$ cat src/rtl/rf_scan_reader_pkg.sv
// Shared types and constants for the register-file scan reader.
// Latency: n/a (declarations only).
// Backpressure: n/a.
package rf_scan_reader_pkg;

  // Default register address/data widths of the companion register file
  localparam int ADDR_W_DEF = 5;
  localparam int DATA_W_DEF = 32;

  // Scan FSM state encoding, kept as plain constants so that legacy tools
  // and waveform viewers see simple 3-bit codes
  typedef logic [2:0] state_t;
  localparam state_t ST_IDLE    = 3'd0;
  localparam state_t ST_ISSUE   = 3'd1;
  localparam state_t ST_CAPTURE = 3'd2;
  localparam state_t ST_PRESENT = 3'd3;
  localparam state_t ST_DWELL   = 3'd4;

  // Scan mode captured when leaving IDLE
  localparam logic MODE_STEP = 1'b0;
  localparam logic MODE_AUTO = 1'b1;

  // Width of a down-counter that must hold values 0..cycles-1 (never zero)
  function automatic int dwell_cnt_w(input int cycles);
    return (cycles > 1) ? $clog2(cycles) : 1;
  endfunction

endpackage

$ cat src/rtl/rf_scan_reader_if.sv
// Display-side handshake bundle: one (address, data) pair per transfer.
// Latency: n/a (wires only).
// Backpressure: master holds valid/addr/data stable until valid && ready.
interface rf_scan_reader_if #(
  parameter int ADDR_W = 5,
  parameter int DATA_W = 32
);

  logic              disp_valid;
  logic              disp_ready;
  logic [ADDR_W-1:0] disp_addr;
  logic [DATA_W-1:0] disp_data;

  // Scan reader side: drives the pair, observes ready
  modport master (
    output disp_valid,
    output disp_addr,
    output disp_data,
    input  disp_ready
  );

  // Display sink side: consumes the pair, drives ready
  modport slave (
    input  disp_valid,
    input  disp_addr,
    input  disp_data,
    output disp_ready
  );

endinterface

$ cat src/rtl/rf_scan_reader_dwell_timer.sv
// Loadable down-counter that times the hold between displayed registers.
// Latency: done_o is combinational from the registered count (1 cycle after load/dec).
// Backpressure: none; counts only when dec_i is asserted, saturates at zero.
module dwell_timer
  import rf_scan_reader_pkg::*;
#(
  parameter int DWELL_CYCLES = 4
) (
  input  logic clk,
  input  logic rstn,
  input  logic load_i,
  input  logic dec_i,
  output logic done_o
);

  localparam int CNT_W = dwell_cnt_w(DWELL_CYCLES);

  logic [CNT_W-1:0] cnt_d;
  logic [CNT_W-1:0] cnt_q;

  // Next count: load has priority, then decrement, never wrapping below zero
  always_comb begin
    cnt_d = cnt_q;
    if (load_i) begin
      cnt_d = CNT_W'(DWELL_CYCLES - 1);
    end else if (dec_i && (cnt_q != '0)) begin
      cnt_d = cnt_q - 1'b1;
    end
  end

  // Count register
  always_ff @(posedge clk or negedge rstn) begin
    if (!rstn) begin
      cnt_q <= '0;
    end else begin
      cnt_q <= cnt_d;
    end
  end

  assign done_o = (cnt_q == '0);

endmodule

$ cat src/rtl/rf_scan_reader.sv
// Walks RF addresses 0..NUM_REGS-1, snapshots each value and hands it to the display.
// Latency: first valid 3 edges after leaving IDLE; auto period DWELL_CYCLES+3 with ready high.
// Backpressure: PRESENT holds the captured pair indefinitely until disp_ready is seen.
module rf_scan_reader
  import rf_scan_reader_pkg::*;
#(
  parameter int NUM_REGS     = 32,
  parameter int ADDR_W       = ADDR_W_DEF,
  parameter int DATA_W       = DATA_W_DEF,
  parameter int DWELL_CYCLES = 25000000
) (
  input  logic              clk,
  input  logic              rstn,
  input  logic              scan_en,
  input  logic              step_i,
  output logic [ADDR_W-1:0] rd_addr,
  input  logic [DATA_W-1:0] rd_data,
  rf_scan_reader_if.master  disp,
  output logic              wrap_o
);

  localparam logic [ADDR_W-1:0] LAST_ADDR = ADDR_W'(NUM_REGS - 1);

  state_t            state_d,      state_q;
  logic              mode_d,       mode_q;
  logic [ADDR_W-1:0] cur_addr_d,   cur_addr_q;
  logic              disp_valid_d, disp_valid_q;
  logic [ADDR_W-1:0] disp_addr_d,  disp_addr_q;
  logic [DATA_W-1:0] disp_data_d,  disp_data_q;
  logic              wrap_d,       wrap_q;

  logic tmr_load;
  logic tmr_dec;
  logic tmr_done;
  logic accept;
  logic at_last;

  assign accept  = disp_valid_q && disp.disp_ready;
  assign at_last = (cur_addr_q == LAST_ADDR);

  // Hold timer between accepted pairs in auto mode
  dwell_timer #(
    .DWELL_CYCLES (DWELL_CYCLES)
  ) u_dwell_timer (
    .clk    (clk),
    .rstn   (rstn),
    .load_i (tmr_load),
    .dec_i  (tmr_dec),
    .done_o (tmr_done)
  );

  // Scan sequencing: issue address, capture snapshot, present, then dwell or idle
  always_comb begin
    state_d      = state_q;
    mode_d       = mode_q;
    cur_addr_d   = cur_addr_q;
    disp_valid_d = disp_valid_q;
    disp_addr_d  = disp_addr_q;
    disp_data_d  = disp_data_q;
    wrap_d       = 1'b0;
    tmr_load     = 1'b0;
    tmr_dec      = 1'b0;

    case (state_q)
      ST_IDLE: begin
        // The switch wins over a coincident step pulse
        if (scan_en) begin
          state_d = ST_ISSUE;
          mode_d  = MODE_AUTO;
        end else if (step_i) begin
          state_d = ST_ISSUE;
          mode_d  = MODE_STEP;
        end
      end

      ST_ISSUE: begin
        // rd_addr already stable; one cycle of margin for the RF read path
        state_d = ST_CAPTURE;
      end

      ST_CAPTURE: begin
        // Snapshot: later RF writes must not disturb the presented pair
        disp_data_d  = rd_data;
        disp_addr_d  = cur_addr_q;
        disp_valid_d = 1'b1;
        state_d      = ST_PRESENT;
      end

      ST_PRESENT: begin
        // Valid is never withdrawn; leaving scan mode takes effect after accept
        if (accept) begin
          disp_valid_d = 1'b0;
          cur_addr_d   = at_last ? '0 : cur_addr_q + 1'b1;
          wrap_d       = at_last;
          if ((mode_q == MODE_AUTO) && scan_en) begin
            state_d  = ST_DWELL;
            tmr_load = 1'b1;
          end else begin
            state_d = ST_IDLE;
          end
        end
      end

      ST_DWELL: begin
        // Dropping the switch abandons the hold but keeps the scan position
        if (!scan_en) begin
          state_d = ST_IDLE;
        end else if (tmr_done) begin
          state_d = ST_ISSUE;
        end else begin
          tmr_dec = 1'b1;
        end
      end

      default: begin
        state_d      = ST_IDLE;
        disp_valid_d = 1'b0;
      end
    endcase
  end

  // State and datapath registers; reset aborts any handshake in flight
  always_ff @(posedge clk or negedge rstn) begin
    if (!rstn) begin
      state_q      <= ST_IDLE;
      mode_q       <= MODE_STEP;
      cur_addr_q   <= '0;
      disp_valid_q <= 1'b0;
      disp_addr_q  <= '0;
      disp_data_q  <= '0;
      wrap_q       <= 1'b0;
    end else begin
      state_q      <= state_d;
      mode_q       <= mode_d;
      cur_addr_q   <= cur_addr_d;
      disp_valid_q <= disp_valid_d;
      disp_addr_q  <= disp_addr_d;
      disp_data_q  <= disp_data_d;
      wrap_q       <= wrap_d;
    end
  end

  // rd_addr is the scan position register itself, so it is glitch-free
  assign rd_addr         = cur_addr_q;
  assign disp.disp_valid = disp_valid_q;
  assign disp.disp_addr  = disp_addr_q;
  assign disp.disp_data  = disp_data_q;
  // wrap_o is high for the one cycle following the accept of the last register
  assign wrap_o          = wrap_q;

endmodule

$ cat src/flat_wrapper.sv
// flat-port wrapper written by rule: the top's interface ports become plain ports
module rf_scan_reader_flat import rf_scan_reader_pkg::*;
#(
  parameter int NUM_REGS     = 32,
  parameter int ADDR_W       = ADDR_W_DEF,
  parameter int DATA_W       = DATA_W_DEF,
  parameter int DWELL_CYCLES = 25000000
)
  (clk, rstn, scan_en, step_i, rd_addr, rd_data, wrap_o, disp_disp_valid, disp_disp_addr, disp_disp_data, disp_disp_ready);
  rf_scan_reader_if #(.ADDR_W(ADDR_W), .DATA_W(DATA_W)) disp_i ();
  input  logic clk;
  input  logic rstn;
  input  logic scan_en;
  input  logic step_i;
  output logic [ADDR_W-1:0] rd_addr;
  input  logic [DATA_W-1:0] rd_data;
  output logic wrap_o;
  output wire logic [$bits(disp_i.disp_valid)-1:0] disp_disp_valid;
  output wire logic [$bits(disp_i.disp_addr)-1:0] disp_disp_addr;
  output wire logic [$bits(disp_i.disp_data)-1:0] disp_disp_data;
  input wire logic [$bits(disp_i.disp_ready)-1:0] disp_disp_ready;
  assign disp_disp_valid = disp_i.disp_valid;
  assign disp_disp_addr = disp_i.disp_addr;
  assign disp_disp_data = disp_i.disp_data;
  assign disp_i.disp_ready = disp_disp_ready;
  rf_scan_reader #(.NUM_REGS(NUM_REGS), .ADDR_W(ADDR_W), .DATA_W(DATA_W), .DWELL_CYCLES(DWELL_CYCLES)) u_core (.clk(clk), .rstn(rstn), .scan_en(scan_en), .step_i(step_i), .rd_addr(rd_addr), .rd_data(rd_data), .disp(disp_i), .wrap_o(wrap_o));
endmodule
$ cat config.mk
export PLATFORM = sky130hd
export DESIGN_NAME = rf_scan_reader_flat
export DESIGN_NICKNAME = d
export VERILOG_FILES = /design/src/rtl/rf_scan_reader_pkg.sv /design/src/rtl/rf_scan_reader_if.sv /design/src/rtl/rf_scan_reader_dwell_timer.sv /design/src/rtl/rf_scan_reader.sv /design/src/flat_wrapper.sv
export SDC_FILE = /design/constraint.sdc
export NUM_CORES = 1
export LEC_CHECK = 0
export BUFFER_PORTS_ARGS = -buffer_cell sky130_fd_sc_hd__buf_2
export CORE_AREA = 2 2 126 103
export DETAILED_ROUTE_END_ITERATION = 16
export DIE_AREA = 0 0 128 105
export GPL_TIMING_DRIVEN = 0
export PLACE_DENSITY_LB_ADDON = 0.08
export SETUP_SLACK_MARGIN = 0.1
export SLEW_MARGIN = 20
export SYNTH_ARGS = -nofsm -noshare
export SYNTH_HDL_FRONTEND = slang
export SYNTH_HIERARCHICAL = 1
export SYNTH_SLANG_ARGS = --single-unit
$ cat constraint.sdc
create_clock -name clk -period 4.9 [get_ports clk]
set_clock_uncertainty 0.1 [all_clocks]
set_input_delay 0 -clock clk [delete_from_list [all_inputs] [get_ports clk]]
set_output_delay 0 -clock clk [all_outputs]
set_load 0.1 [all_outputs]
==> out/metrics.csv, run 1 <==
metric,value,unit
status,"complete, no violations",
WL final,8.20,mm
mean post-synth cell area,12.6,sq um
share of cells above drive strength 1,39.6,%
largest cells by area after synthesis,"dfrtp_1 51%, mux2_4 13%, mux2_2 3.1%, buf_12 2.2%, xor2_1 2.0%",
total track usage,12.7,%
endpoints failing setup,0,
maxcap violations,0,
Yosys top cell by area,dfrtp_1,
Post-Synth XOR/XNOR Area,2.20,%
synthesized area,3580,sq um
critical path class,flop to flop,
Worst Path Required,4990,ps
core box area,12100,sq um
Final nets,453,
top-area cell type share of the netlist area,51.0,%
largest net degree at the start of global routing,41,
post-synthesis mux area share,15.7,%
most common cell in the synthesized netlist,dfrtp_1,
ANT nets after route,0,
Clock Latency Late Sink,330,ps
drt drc,0,
initial antenna violation count,0,
Compound-Gate Fraction of Synth Area,7.10,%
distinct cell type count after synthesis,52,
synthesis-to-finish area growth,36.7,%
Simple-Gate Fraction of Synth Area,18.7,%
Worst-Margin Slew,565,ps
Final Hold Vio Count,0,
CP max-delay cell,or4b_2,
CP Capture Type,flop,
Initial Util,29.6,%
die area,13400,sq um
Yosys reg bits,73,
Root Driver,clkbuf_16,
Sink Count,73,
Hold Crit Class,input pin to async pin,
Cells after Synth,284,
vias per cell,4.68,
TritonCTS clock tree,done,
first-pass GRT wire length,13.6,mm
post-cts gate resize count,0,
Avg WL per Cell,14.4,um
"Period Utilization, post-route",65.6,%
worst hold margin,67.7,ps
Final TNS setup,0,ps
Worst setup SP type,flop,
Sequential Area,1830,sq um
fillers,1158,
cell row count,36,
crit-path max cell delay,610,ps
CP Max Fanout,5,
placer's final routability congestion estimate,0.752,
Die H,105,um
RSZ-0062 raised after global routing,false,
fin worst setup slack,1690,ps
post-layout min period,3210,ps
clk slew on worst S/H paths,60,ps
ant diodes,0,
die width,128,um
PortBufs,80,
Congestion Overflow GR,0,
1st-iter DRT viols,98,
H-tree depth,3,
critical path data arrival time,3310,ps
Vias,2661,
dpl ws,1670,ps
DR pass1 iterations,4,
R2R cell count,12,
largest family of logic cells by synthesized area,simple AND/OR/NAND/NOR gates,
Synth Flop Type,dfrtp_1,
syn nets,325,
Ports,81,
crit-path cells,inv_1 > ha_1 > nor3b_1 > nand3b_1 > nor3_1 > nor2b_1 > and3_1 > or4b_2 > nor4_1 > nand3b_1 > xor2_1 > nand2_1,
Max-Slew Margin vs Limit,62.0,%
Max Transition Viols Final,0,
number of buffers created by CTS,9,
Post-synth top cells,"73 x dfrtp_1, 30 x mux2_4, 16 x nand2_1",
FMAX,0.311,GHz
number of global-route vias before repair,2669,
footprint of the multi-input gates,1620,sq um
number of enable flip-flop cells after synthesis,0,
"FFs w/ async S/R, synth",100,%
Critical Path Most Common Cell,nand3b_1,
sequential area share after synthesis,51.0,%
clk buf depth,2,
post-DP HPWL,5.66,mm
adder-cell share of the synthesized area,1.40,%
Yosys warning total,6,
==> cell families (layout without fill, tap and decap cells) <==
logic type,Yosys count,after routing
AOI/OAI and AO/OA,38,38
xor gates and xnor gates,9,9
adders and majority gates,4,4
buffers and inverters,14,147
DFF,73,73
muxes,40,40
and+or+nand+nor,106,106
==> cell usage in the layout (no fill, tap or decap), drive strengths merged, types with 4 or more instances in the layout <==
| cell type | count |
|---|---|
| nor4 | 12 |
| clkbuf | 14 |
| mux2 | 40 |
| inv | 5 |
| nand4 | 4 |
| a21oi | 7 |
| nand2b | 4 |
| and3 | 6 |
| or3 | 13 |
| xor2 | 8 |
| nor2 | 12 |
| nand3b | 4 |
| buf | 88 |
| nand3 | 14 |
| dlygate4sd3 | 36 |
| o31ai | 6 |
| dfrtp | 73 |
| o21ai | 13 |
| ha | 4 |
| nand2 | 16 |
==> sequential cells by signal, summed over array words and instances, names as in the netlist <==
name                        flops
u_core/disp.disp_addr           5
u_core/u_dwell_timer/cnt_q     25
u_core/disp.disp_data          32
u_core/state_q                  3
u_core/rd_addr                  5
u_core/mode_q                   1
u_core/wrap_o                   1
u_core/disp.disp_valid          1
==> final timing paths <==
path / startpoint / endpoint / slack [ps]
worst max register to register: u_core/u_dwell_timer/cnt_q[0] / u_core/u_dwell_timer/cnt_q[13] / 1690
worst min-delay path: rstn / u_core/disp.disp_data[7] / 70
worst max-delay path: u_core/u_dwell_timer/cnt_q[0] / u_core/u_dwell_timer/cnt_q[13] / 1690
worst min register to register: u_core/disp.disp_data[19] / u_core/disp.disp_data[19] / 400
max in group asynchronous: rstn / u_core/u_dwell_timer/cnt_q[23] / 4060
min in group clk: rd_data[9] / u_core/disp.disp_data[9] / 340
==> routing by layer <==
metal | up-vias | share of wire [%] | GRT usage [%]
met5 | - | 0 | 0
met4 | 0 | 1.1 | 4.24
met3 | 7 | 4.9 | 3.69
li1 | 1300 | - | -
met2 | 58 | 42 | 18.6
met1 | 1296 | 52 | 18.0
==> critical path, delay by kind of cell, from the launching register on <==
kind | cells | cell delay (ps)
simple gates | 9 | 2110
fa+ha+maj | 1 | 200
buf+inv | 1 | 100
xor+xnor | 1 | 180
flops | 1 | 390
==> stage by stage <==
step | instance area (sq um) | instances | util [%]
after floorplan | 3580 | 284 | -
final | 4890 | 569 | 40.5
after global routing | 4890 | 569 | 40.5
after CTS | 4890 | 569 | 40.5
after detailed placement | 4190 | 517 | 34.7
after global placement | 4170 | 516 | 34.5
==> final cells by class <==
class	instances	area share, %
tap	152	3.89
multi-input combinational	197	33.0
buffer	9	2.40
clock inverter	4	1.51
inverter	5	0.384
timing repair buffer	117	16.0
sequential	73	37.3
clock buffer	12	5.45
==> timing repair <==
item	in CTS	in global routing
hold buffers	36	0
buffers inserted	0	0
hold endpoints to repair	109	0
Power of run 1 is left out: the tool's default activity adds up to more than one toggle a clock period on the data nets, which glitch-free logic cannot reach.
==> inputs of run 2 (changes only) <==
Clock period 4.9 ns to 3.24 ns, I/O delays scaled along.
==> out/metrics.csv, run 2 (synthesized netlist as in run 1, its figures left out) <==
metric,value,unit
status,"complete, no violations",
initial antenna violation count,0,
vias per cell,4.68,
core box area,12100,sq um
post-layout min period,2890,ps
CP Max Fanout,5,
PortBufs,80,
share of cells above drive strength 1,40.2,%
critical path data arrival time,2980,ps
Final nets,454,
Ports,81,
reg-to-reg startpoint,u_core/u_dwell_timer/cnt_q[0],
Hold Crit Class,input pin to async pin,
1st-iter DRT viols,108,
critical path class,flop to flop,
RR Endpoint,u_core/u_dwell_timer/cnt_q[13],
drt drc,0,
"commonest non-fill, non-tap cell in the layout",buf_2,
H-tree depth,3,
footprint of the multi-input gates,1640,sq um
die width,128,um
ant diodes,0,
synthesis-to-finish area growth,37.7,%
clk slew on worst S/H paths,60,ps
Final TNS setup,0,ps
ANT nets after route,0,
clk buf depth,2,
TritonCTS clock tree,done,
Worst setup SP type,flop,
FF-to-FF setup slack,350,ps
Clock Latency Late Sink,330,ps
WL final,8.22,mm
die area,13400,sq um
Max Transition Viols Final,0,
Vias,2668,
maxcap violations,0,
placer's final routability congestion estimate,0.752,
Sink Count,73,
Worst-Margin Slew,553,ps
Die H,105,um
RSZ-0062 raised after global routing,false,
number of buffers created by CTS,9,
Root Driver,clkbuf_16,
first-pass GRT wire length,13.6,mm
Congestion Overflow GR,0,
Final Hold Vio Count,0,
Initial Util,29.6,%
total track usage,12.7,%
crit path from,u_core/u_dwell_timer/cnt_q[0],
Setup crit end,u_core/u_dwell_timer/cnt_q[13],
Sequential Area,1830,sq um
largest net degree at the start of global routing,41,
Avg WL per Cell,14.4,um
R2R cell count,12,
most frequent cells in the layout,"79 x buf_2, 73 x dfrtp_1, 36 x dlygate4sd3_1",
"Period Utilization, post-route",89.1,%
FMAX,0.347,GHz
DR pass1 iterations,4,
max reg flops,32,
post-DP HPWL,5.66,mm
Worst Path Required,3330,ps
CP Capture Type,flop,
Max-Slew Margin vs Limit,62.9,%
cell row count,36,
fillers,1158,
endpoints failing setup,0,
number of global-route vias before repair,2673,
## run 2: layout make-up
cell class,count,share of cell area (%)
Buffer,9,2.39
Multi-Input combinational cell,197,33.4
Clock buffer,12,5.41
Timing Repair Buffer,118,16.0
Inverter,5,0.381
Clock inverter,4,1.50
Tap cell,152,3.86
Sequential cell,73,37.1
## run 2: what timing repair did
action                                 4_1_cts  5_1_grt
hold buffers                                36        0
pin swaps                                    0        1
buffers inserted                             0        1
gates cloned                                 0        0
endpoints found under the hold margin      109        0
resized for setup                            1        4
setup endpoints to repair                    3        8
## run 2: per-layer routing
layer	part of all wire [%]	vias to the layer above	GRT usage, %
li1	-	1306	-
met1	52	1297	18.0
met4	1.1	0	4.24
met5	0	-	0
met2	42	58	18.6
met3	4.9	7	3.69
## run 2: through the flow
| stage | hold slack [ps] | setup WS [ps] | area [sq um] | instances | utilization, % |
|---|---|---|---|---|---|
| after floorplan | -396 | 502 | 3580 | 284 | - |
| after global placement | 133 | -46.0 | 4170 | 516 | 34.5 |
| after detailed placement | -113 | 14.4 | 4190 | 517 | 34.7 |
| after CTS | 86.5 | 156 | 4900 | 569 | 40.6 |
| after global routing | 109 | 112 | 4930 | 570 | 40.8 |
| final | 67.5 | 355 | 4930 | 570 | 40.8 |
## run 2: worst max-delay path: stages, from the launching register on
cell,delay (ps)
dfrtp_1,390
inv_1,100
ha_1,200
nor3b_1,170
nand3b_1,100
nor3_1,70
nor2b_1,160
and3_4,240
or4b_2,620
nor4_4,230
nand3b_1,140
xor2_1,170
nand2_1,70
## run 2: worst min-delay path by stage
stage | from | end | slack [ps] | cells past startpoint
global placement | rd_data[7] | u_core/disp.disp_data[7] | 130 | 2
detailed placement | rstn | u_core/disp.disp_data[7] | -110 | 1
floorplan | rstn | u_core/disp.disp_addr[0] | -400 | 0
finish | rstn | u_core/disp.disp_data[7] | 70 | 2
CTS | rstn | u_core/disp.disp_data[7] | 90 | 2
global route | rstn | u_core/disp.disp_data[7] | 110 | 2
Power of run 2 is left out for the same reason.
